===== config.mk =====
export PLATFORM = sky130hd
export DESIGN_NAME = id_window_tracker
export DESIGN_NICKNAME = d
export VERILOG_FILES = /design/src/rtl/id_window_tracker_pkg.sv /design/src/rtl/id_done_bitmap.sv /design/src/rtl/id_window_tracker.sv
export SDC_FILE = /design/constraint.sdc
export NUM_CORES = 1
export LEC_CHECK = 0
export ABC_AREA = 1
export ABC_CLOCK_PERIOD_IN_PS = 5000
export CORE_ASPECT_RATIO = 0.75
export CORE_MARGIN = 5
export CORE_UTILIZATION = 54
export CTS_BUF_LIST = sky130_fd_sc_hd__clkbuf_8 sky130_fd_sc_hd__clkbuf_16
export DETAILED_ROUTE_END_ITERATION = 8
export GPL_TIMING_DRIVEN = 0
export PLACE_DENSITY = 0.89
export SYNTH_ARGS = -nofsm -noshare
export SYNTH_HDL_FRONTEND = slang
export SYNTH_SLANG_ARGS = --single-unit

===== constraint.sdc =====
create_clock -name clk -period 5 [get_ports clk]
set_clock_uncertainty 0.05 [all_clocks]
set_input_delay 0.5 -clock clk [delete_from_list [all_inputs] [get_ports clk]]
set_output_delay 0.5 -clock clk [all_outputs]
set_load 0.03 [all_outputs]

===== src/rtl/id_window_tracker_pkg.sv =====
// Shared types and default sizing for the in-order ID window tracker.
package id_window_tracker_pkg;

    localparam int LOG2_MAX_IDS = 3;
    localparam int MAX_IDS      = 1 << LOG2_MAX_IDS;
    localparam int RETIRE_PORTS = 2;

    typedef logic [LOG2_MAX_IDS-1:0] id_t;

endpackage


===== src/rtl/id_done_bitmap.sv =====
// One done bit per ID: multi-port set (completions), multi-port clear (allocation),
// and independent read ports for the retire lookahead.
module id_done_bitmap #(
    parameter int NUM_IDS   = 8,
    parameter int SET_PORTS = 3,
    parameter int CLR_PORTS = 2,
    parameter int RD_PORTS  = 2
) (
    input  logic                       clk,
    input  logic                       rst_n,
    input  logic                       i_set_valid [SET_PORTS],
    input  logic [$clog2(NUM_IDS)-1:0] i_set_id    [SET_PORTS],
    input  logic                       i_clr_valid [CLR_PORTS],
    input  logic [$clog2(NUM_IDS)-1:0] i_clr_id    [CLR_PORTS],
    input  logic [$clog2(NUM_IDS)-1:0] i_rd_id     [RD_PORTS],
    output logic                       o_rd_done   [RD_PORTS]
);

    logic [NUM_IDS-1:0] r_done;
    logic [NUM_IDS-1:0] w_next;

    // Sets are applied after clears; the caller never aims both at the same ID.
    always_comb begin
        w_next = r_done;
        for (int c = 0; c < CLR_PORTS; c++) begin
            if (i_clr_valid[c]) w_next[i_clr_id[c]] = 1'b0;
        end
        for (int s = 0; s < SET_PORTS; s++) begin
            if (i_set_valid[s]) w_next[i_set_id[s]] = 1'b1;
        end
    end

    always_ff @(posedge clk or negedge rst_n) begin
        if (!rst_n) r_done <= '0;
        else        r_done <= w_next;
    end

    always_comb begin
        for (int r = 0; r < RD_PORTS; r++) begin
            o_rd_done[r] = r_done[i_rd_id[r]];
        end
    end

endmodule


===== src/rtl/id_window_tracker.sv =====
// Circular window of in-flight IDs: allocates at tail, marks completions,
// retires in order from head, and supports rollback and flush squashes.
module id_window_tracker
    import id_window_tracker_pkg::*;
#(
    parameter int NUM_IDS      = MAX_IDS,
    parameter int ALLOC_WIDTH  = 2,
    parameter int RETIRE_WIDTH = RETIRE_PORTS,
    parameter int DONE_PORTS   = 3
) (
    input  logic                              clk,
    input  logic                              rst_n,
    input  logic [$clog2(ALLOC_WIDTH+1)-1:0]  alloc_req,
    output logic [$clog2(ALLOC_WIDTH+1)-1:0]  alloc_grant,
    output logic [$clog2(NUM_IDS)-1:0]        alloc_ids    [ALLOC_WIDTH],
    input  logic                              done_valid   [DONE_PORTS],
    input  logic [$clog2(NUM_IDS)-1:0]        done_id      [DONE_PORTS],
    input  logic                              rollback,
    input  logic [$clog2(NUM_IDS)-1:0]        rollback_id,
    input  logic                              flush,
    input  logic                              retire_hold,
    output logic                              retire_valid [RETIRE_WIDTH],
    output logic [$clog2(NUM_IDS)-1:0]        retire_ids   [RETIRE_WIDTH],
    output logic [$clog2(RETIRE_WIDTH+1)-1:0] retire_count,
    output logic [$clog2(NUM_IDS):0]          inflight_count,
    output logic                              full,
    output logic                              empty
);

    localparam int IW  = $clog2(NUM_IDS);
    localparam int CW  = IW + 1;
    localparam int AGW = $clog2(ALLOC_WIDTH + 1);
    localparam int RCW = $clog2(RETIRE_WIDTH + 1);

    logic [IW-1:0]  r_head;
    logic [IW-1:0]  r_tail;
    logic [CW-1:0]  r_count;
    logic           r_ret_valid [RETIRE_WIDTH];
    logic [IW-1:0]  r_ret_ids   [RETIRE_WIDTH];
    logic [RCW-1:0] r_ret_count;

    logic [AGW-1:0] w_grant;
    int             w_free;
    int             w_grant_int;
    logic           w_clr_valid [ALLOC_WIDTH];
    logic [IW-1:0]  w_clr_id    [ALLOC_WIDTH];
    logic [IW-1:0]  w_done_off  [DONE_PORTS];
    logic           w_done_in   [DONE_PORTS];
    logic [IW-1:0]  w_rb_off;
    logic [CW-1:0]  w_rb_len;
    logic [CW-1:0]  w_live;
    logic [IW-1:0]  w_rd_id     [RETIRE_WIDTH];
    logic           w_rd_done   [RETIRE_WIDTH];
    logic           w_ret_ok    [RETIRE_WIDTH];
    logic           w_chain;
    logic [RCW-1:0] w_ret_n;

    always_comb begin
        w_free      = NUM_IDS - int'(r_count);
        w_grant_int = int'(alloc_req);
        if (w_grant_int > w_free)      w_grant_int = w_free;
        if (w_grant_int > ALLOC_WIDTH) w_grant_int = ALLOC_WIDTH;
        if (rollback || flush || !rst_n) w_grant_int = 0;
        w_grant = AGW'(w_grant_int);
        for (int i = 0; i < ALLOC_WIDTH; i++) begin
            w_clr_id[i]    = r_tail + IW'(i);
            w_clr_valid[i] = (i < w_grant_int);
        end
    end

    // Completions count only for IDs currently between head and tail.
    always_comb begin
        for (int p = 0; p < DONE_PORTS; p++) begin
            w_done_off[p] = done_id[p] - r_head;
            w_done_in[p]  = done_valid[p] && ({1'b0, w_done_off[p]} < r_count);
        end
    end

    // On rollback only IDs up to rollback_id survive, so none younger may retire.
    always_comb begin
        w_rb_off = rollback_id - r_head;
        w_rb_len = {1'b0, w_rb_off} + CW'(1);
        w_live   = (rollback && !flush) ? w_rb_len : r_count;
        w_chain  = !retire_hold && !flush;
        w_ret_n  = '0;
        for (int i = 0; i < RETIRE_WIDTH; i++) begin
            w_rd_id[i]  = r_head + IW'(i);
            w_chain     = w_chain && (i < int'(w_live)) && w_rd_done[i];
            w_ret_ok[i] = w_chain;
            if (w_chain) w_ret_n = w_ret_n + RCW'(1);
        end
    end

    id_done_bitmap #(
        .NUM_IDS   (NUM_IDS),
        .SET_PORTS (DONE_PORTS),
        .CLR_PORTS (ALLOC_WIDTH),
        .RD_PORTS  (RETIRE_WIDTH)
    ) u_done_bitmap (
        .clk         (clk),
        .rst_n       (rst_n),
        .i_set_valid (w_done_in),
        .i_set_id    (done_id),
        .i_clr_valid (w_clr_valid),
        .i_clr_id    (w_clr_id),
        .i_rd_id     (w_rd_id),
        .o_rd_done   (w_rd_done)
    );

    always_ff @(posedge clk or negedge rst_n) begin
        if (!rst_n) begin
            r_head      <= '0;
            r_tail      <= '0;
            r_count     <= '0;
            r_ret_count <= '0;
            for (int i = 0; i < RETIRE_WIDTH; i++) begin
                r_ret_valid[i] <= 1'b0;
                r_ret_ids[i]   <= IW'(i);
            end
        end else begin
            r_head      <= r_head + IW'(w_ret_n);
            r_ret_count <= w_ret_n;
            for (int i = 0; i < RETIRE_WIDTH; i++) begin
                r_ret_valid[i] <= w_ret_ok[i];
                r_ret_ids[i]   <= w_rd_id[i];
            end
            if (flush) begin
                r_tail  <= r_head;
                r_count <= '0;
            end else if (rollback) begin
                r_tail  <= rollback_id + IW'(1);
                r_count <= w_rb_len - CW'(w_ret_n);
            end else begin
                r_tail  <= r_tail + IW'(w_grant);
                r_count <= r_count + CW'(w_grant) - CW'(w_ret_n);
            end
        end
    end

    always_comb begin
        alloc_grant = w_grant;
        for (int i = 0; i < ALLOC_WIDTH; i++) alloc_ids[i] = w_clr_id[i];
        for (int i = 0; i < RETIRE_WIDTH; i++) begin
            retire_valid[i] = r_ret_valid[i];
            retire_ids[i]   = r_ret_ids[i];
        end
        retire_count   = r_ret_count;
        inflight_count = r_count;
        full           = (r_count == CW'(NUM_IDS));
        empty          = (r_count == '0);
    end

    for (genvar p = 0; p < DONE_PORTS; p++) begin : g_done_chk
        a_done_allocated: assert property (@(posedge clk) disable iff (!rst_n)
            done_valid[p] |-> w_done_in[p]);
    end

    a_rollback_in_window: assert property (@(posedge clk) disable iff (!rst_n)
        (rollback && !flush) |-> ({1'b0, w_rb_off} < r_count));

    a_grant_fits: assert property (@(posedge clk) disable iff (!rst_n)
        CW'(alloc_grant) <= CW'(NUM_IDS) - r_count);

endmodule


# Yosys cells after proc, flatten, opt, wreduce, memory -nomap -nowiden
# Cells that the tools add are included.
# totals
word_cells	102
in_bits	22
out_inout_bits	24
ff_bits	28
# op_classes
reduce_logical	20
n_eq_ne	1
mux	29
addsub	15
bitwise_logic	7
n_lt_le_gt_ge	21
# op_table
op	count
32-bit two-way mux	3
8-bit two-way mux	5
32-bit by 3-bit > comparator with 1-bit output, second input constant	1
1-bit by 32-bit < comparator with 1-bit output, first input constant	1
2-bit by 32-bit < comparator with 1-bit output, first input constant	1
3-bit by 4-bit < comparator with 1-bit output, second input constant	7
8-bit bitwise OR	3
8-bit bitwise AND	2
8-bit NOT	2
1-bit demux with 3-bit select	5
3-bit by 1-bit greater-or-equal comparator with 1-bit output, second input constant	5
1-bit logical AND	14
3-bit by 4-bit < comparator with 1-bit output	3
4-bit two-way mux	3
3-bit subtractor	4
3-bit by 1-bit adder with 3-bit output, second input constant	3
1-bit by 4-bit < comparator with 1-bit output, first input constant	2
1-bit two-way mux	8
4-bit by 2-bit subtractor with 4-bit output	2
3-bit by 2-bit adder with 3-bit output	2
1-bit binary-select mux with 3-bit select	2
3-bit two-way mux	2
3-bit by 5-bit > comparator with 1-bit output	1
4-bit by 4-bit subtractor with 5-bit output, first input constant	1
other kinds (8)	11

# Longest topological paths before layout
# depth
word_depth	16
mapped_depth	25
depth_no_buf	25

# Modules after synthesis
# Synthesis repeated with hierarchy kept, for this count alone.
# unflattened
cells_unflattened	357
hier_area_um2	2613.8
# modules_own_cells
module	cells_per_inst	area_each_um2	seq_area_each_um2	instances
id_window_tracker	199	1780.5	501.7	1
id_done_bitmap	158	833.3	200.2	1

# Worst setup path after synthesis
# No wires, ideal clock.
# synth_timing
path_kind	reg-to-reg
startpoint	register r_count[1] (netlist: inflight_count[1])
endpoint	register r_count[2] (netlist: inflight_count[2])
synth_period_minus_slack_ps	4055
setup_time_ps	119
path_buffers	0
t_arrival_ps	3885
setup_slack_ps	945
stages_incl_launch_ff	21
t_required_ps	4831
path_cell_list	dfrtp_1 -> inv_1 -> ha_1 -> inv_1 -> ha_1 -> a21oi_1 -> or3_1 -> ha_1 -> inv_2 -> o21ai_2 -> nand2_2 -> nand2_2 -> o211ai_2 -> nand2_4 -> fa_1 -> inv_1 -> fa_1 -> o21ai_0 -> a21oi_1 -> o22ai_1 -> inv_1
# synth_via
elab_chain_cells	10
word_cells_on_any_way	21
cone_classes	add/sub: 5; order compare: 4; mux: 8; reduce/logical: 4
# synth_rtl
item	line_no	text
start: declaration	id_window_tracker.sv:37	logic [CW-1:0] r_count;
start signal: assignment	id_window_tracker.sv:132	r_count <= w_rb_len - CW'(w_ret_n);
start signal: assignment	id_window_tracker.sv:135	r_count <= r_count + CW'(w_grant) - CW'(w_ret_n);
4-bit by 4-bit subtractor with 5-bit output or 4-bit two-way mux (tied branches)	id_window_tracker.sv:59, id_window_tracker.sv:83	
3-bit by 5-bit > comparator with 1-bit output or 1-bit by 4-bit < comparator with 1-bit output (tied branches)	id_window_tracker.sv:61, id_window_tracker.sv:88	
32-bit two-way mux or 1-bit logical AND (tied branches)	id_window_tracker.sv:61, id_window_tracker.sv:88	
32-bit by 3-bit > comparator with 1-bit output or 1-bit logical AND (tied branches)	id_window_tracker.sv:62, id_window_tracker.sv:88	
32-bit two-way mux, or another cell as far along	id_window_tracker.sv:62	if (w_grant_int > ALLOC_WIDTH) w_grant_int = ALLOC_WIDTH;
32-bit two-way mux, or another cell as far along	id_window_tracker.sv:63	if (rollback || flush || !rst_n) w_grant_int = 0;
4-bit by 2-bit adder with 4-bit output or 2-bit two-way mux (tied branches)	id_window_tracker.sv:135, id_window_tracker.sv:90	
4-bit by 2-bit subtractor with 4-bit output, on equally long branches	id_window_tracker.sv:135, id_window_tracker.sv:132	
4-bit two-way mux *	id_window_tracker.sv:130	end else if (rollback) begin
4-bit two-way mux *	id_window_tracker.sv:127	if (flush) begin
# Mark *: on every way between the ends. The rest lies on a longest branch, timed or not.

==> results.md <==
- Iteration-0 DRC Markers: about 230
- Worst-Margin Slew: roughly 0.63 ns
- Final cell count without fillers: 463
- Async set-or-reset flop fraction in the synthesized netlist: 100%
- Lkg Pwr: between 1.5 and 2 nW
- Row Count: 22
- DR vias: 2510
- Buf/Inv on CP: 5
- Routability Congestion: 0.979
- Max Fclk: between 200 and 250 MHz
- Io pins: between 40 and 50
- Layout cells sized above 1: slightly above 8%
- Die extent in x: roughly 91 um
- Slowest-stage cell, CP: clkdlybuf4s50_1
- CTS tree: yes
- Dpl cells: approximately 460
- TritonCTS Buffers: 3
- Number of synthesized flops with an enable pin: 0
- Total grt overflow: 0
- Cell family with most CP delay: adder cells
- CORE AREA: just under 0.005 sq mm
- Worst r2r path cells: 20
- Fillers: roughly 430
- Syn Area/Cell: around 7.5 sq um
- Worst r2r src: r_head[0]$_DFF_PN0_
- First-pass GRT wire length: 11200 um
- Initial Util: a little over half
- Status: completed
- DR WL/cell: about 14 um
- Post-CTS setup buffer count: 0
- Drt first pass iters: 6
- Critical Path RT: a little over 5 ns
- Critical path cell sequence: clkdlybuf4s50_1 -> inv_1 -> ha_1 -> inv_1 -> fa_1 -> ha_1 -> xnor2_1 -> nand2_1 -> nor3_1 -> a21oi_1 -> nor2_1 -> nor2_1 -> ha_1 -> ha_1 -> inv_1 -> ha_1 -> fa_1 -> o21ai_0 -> a21oi_1 -> o22ai_1 -> inv_1
- CTS Hold Bufs: 0
- Layout net count: roughly 460
- Global Route Usage Sum: 20.8%
- RSZ-0062 raised after global routing: false
- CP max FO: 4
- Antenna Violating Nets Remaining: 0
- Synth cell types: 40
- CTS clk-pin slew, worst paths: around 0.10 ns
- CP arrival: between 4 and 5 ns
- TritonCTS Sinks: 28
- WS Path Type: input pin to register
- Main synth FF type: dfrtp_1
- Worst-skew pair later-pin latency: ~0.27 ns
- CTS resizes: 0
- Peak supply drop: 408 uV
- Post-Route WL: 6570 um
- Synthesis Warnings: 0
- TNS Setup: 0 ns
- Tcrit/Tclk final: around nine tenths
- Final Max Slew Viols: 0
- Inserted Diodes: 0
- Reg2Reg Setup Slack: ~0.6 ns
- Most common cell on crit path: ha_1
- CP max stage delay: between 0.5 and 0.6 ns
- Pin count of the biggest net entering global routing: 30
- Post-Synthesis Cells: 356
- Maximum level of the CTS H-tree: 1
- Max-cap violations: 0
- Critical Path End Type: register
- Port bufs: 43
- Number of register bits inferred by synthesis: 28
- Register area share after synthesis: 26.4%
- Fin. Hold Viols: 0
- Final min period: 4.51 ns
- Syn_nets: between 400 and 500
- Mapped cell area: 0.00266 sq mm
- Drt drc: 0
- Final setup violation count: 0
- Pwr Total: between 2 and 2.5 mW
- Max-slew headroom: between 50% and 60%
- Vias/cell: roughly 5.4
- CTS root buffer: clkbuf_8
- CTS Buffer Depth: 2
- Hold WC Path Type: input pin to async pin
- Vias in the first global route: about 2.4k
- Die ar.: between 0.006 and 0.007 sq mm
- Post-DP HPWL: approximately 5300 um
- FF-to-FF End: inflight_count[2]$_DFF_PN0_
- Initial antenna violation count: 0
- Startpoint class of the critical path: input pin
- Area Growth Syn to Fin: 20.9%
- Power per cell area: 694 mW/mm^2
- Die Y-Extent: ~71 um
synth_stat cells (2+ instances only):
cell type / n / area (sq um)
nand2_4: 3 / 33.8
ha_1: 29 / 363
nand3_2: 2 / 20.0
a22oi_1: 2 / 15.0
xnor2_1: 10 / 87.6
fa_1: 9 / 180
nand2_1: 72 / 270
o21ai_0: 3 / 15.0
inv_2: 10 / 37.5
inv_1: 54 / 203
nor2_1: 35 / 131
buf_2: 2 / 10.0
nand2_2: 3 / 18.8
nor3_1: 18 / 90.1
nor4_1: 10 / 62.6
dfrtp_1: 27 / 676
a21oi_1: 14 / 70.1
xor2_1: 4 / 35.0
nand3_1: 14 / 70.1
o311ai_0: 2 / 17.5
o21ai_1: 6 / 30.0
nor2_2: 3 / 18.8
o211ai_1: 2 / 15.0
o221ai_1: 2 / 17.5
o22ai_1: 3 / 18.8
clkbuf_1: 3 / 11.3
kinds of logic (layout without fill, tap and decap cells):
logic type	after synthesis	count (layout)	synth area share (%)
buffers and inverters	70	117	10.5
DFF	28	28	26.4
AOI/OAI and AO/OA	42	42	10.1
xor gates and xnor gates	14	14	4.61
and+or+nand+nor	164	164	28.0
adders and majority gates	38	38	20.4
worst max-delay path by stage:
stage / slack [ns] / endpoint / start / cells after the start
final: 0.49 / inflight_count[2]$_DFF_PN0_ / rollback_id[0] / 21
after global routing: 0.24 / inflight_count[2]$_DFF_PN0_ / rollback_id[0] / 22
after detailed placement: 0.29 / inflight_count[2]$_DFF_PN0_ / rollback_id[0] / 21
after CTS: 0.57 / inflight_count[2]$_DFF_PN0_ / rollback_id[0] / 21
after floorplan: 0.95 / inflight_count[2]$_DFF_PN0_ / inflight_count[1]$_DFF_PN0_ / 20
after global placement: 0.46 / inflight_count[2]$_DFF_PN0_ / rollback_id[0] / 21
through the flow:
stage                     utilization [%]  setup WS, ns  instance area [sq um]  hold WS, ns
after floorplan                         -         0.945                   2660        0.154
after global placement               65.4         0.460                   3170        0.300
after detailed placement             65.4         0.291                   3170        0.312
after CTS                            66.5         0.568                   3220        0.338
after global routing                 66.4         0.235                   3220        0.248
final                                66.4         0.489                   3220        0.184
cells in the final DEF, fill, tap and decap left out, types with 2 or more instances in the layout:
| master | instances |
|---|---|
| dfrtp_1 | 27 |
| a21oi_1 | 14 |
| o21ai_0 | 3 |
| xnor2_1 | 10 |
| nand2_2 | 3 |
| o211ai_1 | 2 |
| a22oi_1 | 2 |
| o22ai_1 | 3 |
| clkbuf_8 | 4 |
| ha_1 | 29 |
| o311ai_0 | 2 |
| nand3_1 | 14 |
| xor2_1 | 4 |
| inv_1 | 54 |
| o21ai_1 | 6 |
| o221ai_1 | 2 |
| nand3_2 | 2 |
| buf_2 | 3 |
| nor3_1 | 18 |
| nor4_1 | 10 |
| nand2_4 | 3 |
| nand2_1 | 72 |
| fa_1 | 9 |
| clkdlybuf4s50_1 | 42 |
| clkbuf_1 | 3 |
| nor2_1 | 35 |
| nor2_2 | 3 |
| inv_2 | 10 |
layer usage:
layer  wire, um  GRT usage [%]  share of wire (%)
met3        502           3.19                7.6
met4         54           3.58               0.82
met1       3000           30.0                 46
met2       3020           33.8                 46
met5          0              0                  0
sequential cells by signal, indices dropped and copies added (netlist names):
register	count
retire_ids	6
r_head	3
r_tail	3
retire_valid	2
inflight_count	4
retire_count	2
u_done_bitmap.r_done	8
cell type report:
cell class              count  area [sq um]  area share [%]
multi-input cells         258          1680            52.2
plain buffers               5          21.3           0.661
flip-flops and latches     28           702            21.8
well taps                  60          75.1            2.33
inverters                  65           258            8.01
clock buffers               4          55.1            1.71
repair buffers             43           425            13.2
report_power, final:
group	total [mW]	internal, mW	switching (mW)
registers	0.417	0.325	0.0920
clock network	0.142	0.0704	0.0711
logic	1.67	0.662	1.01
(Power assumes the default switching activity.)
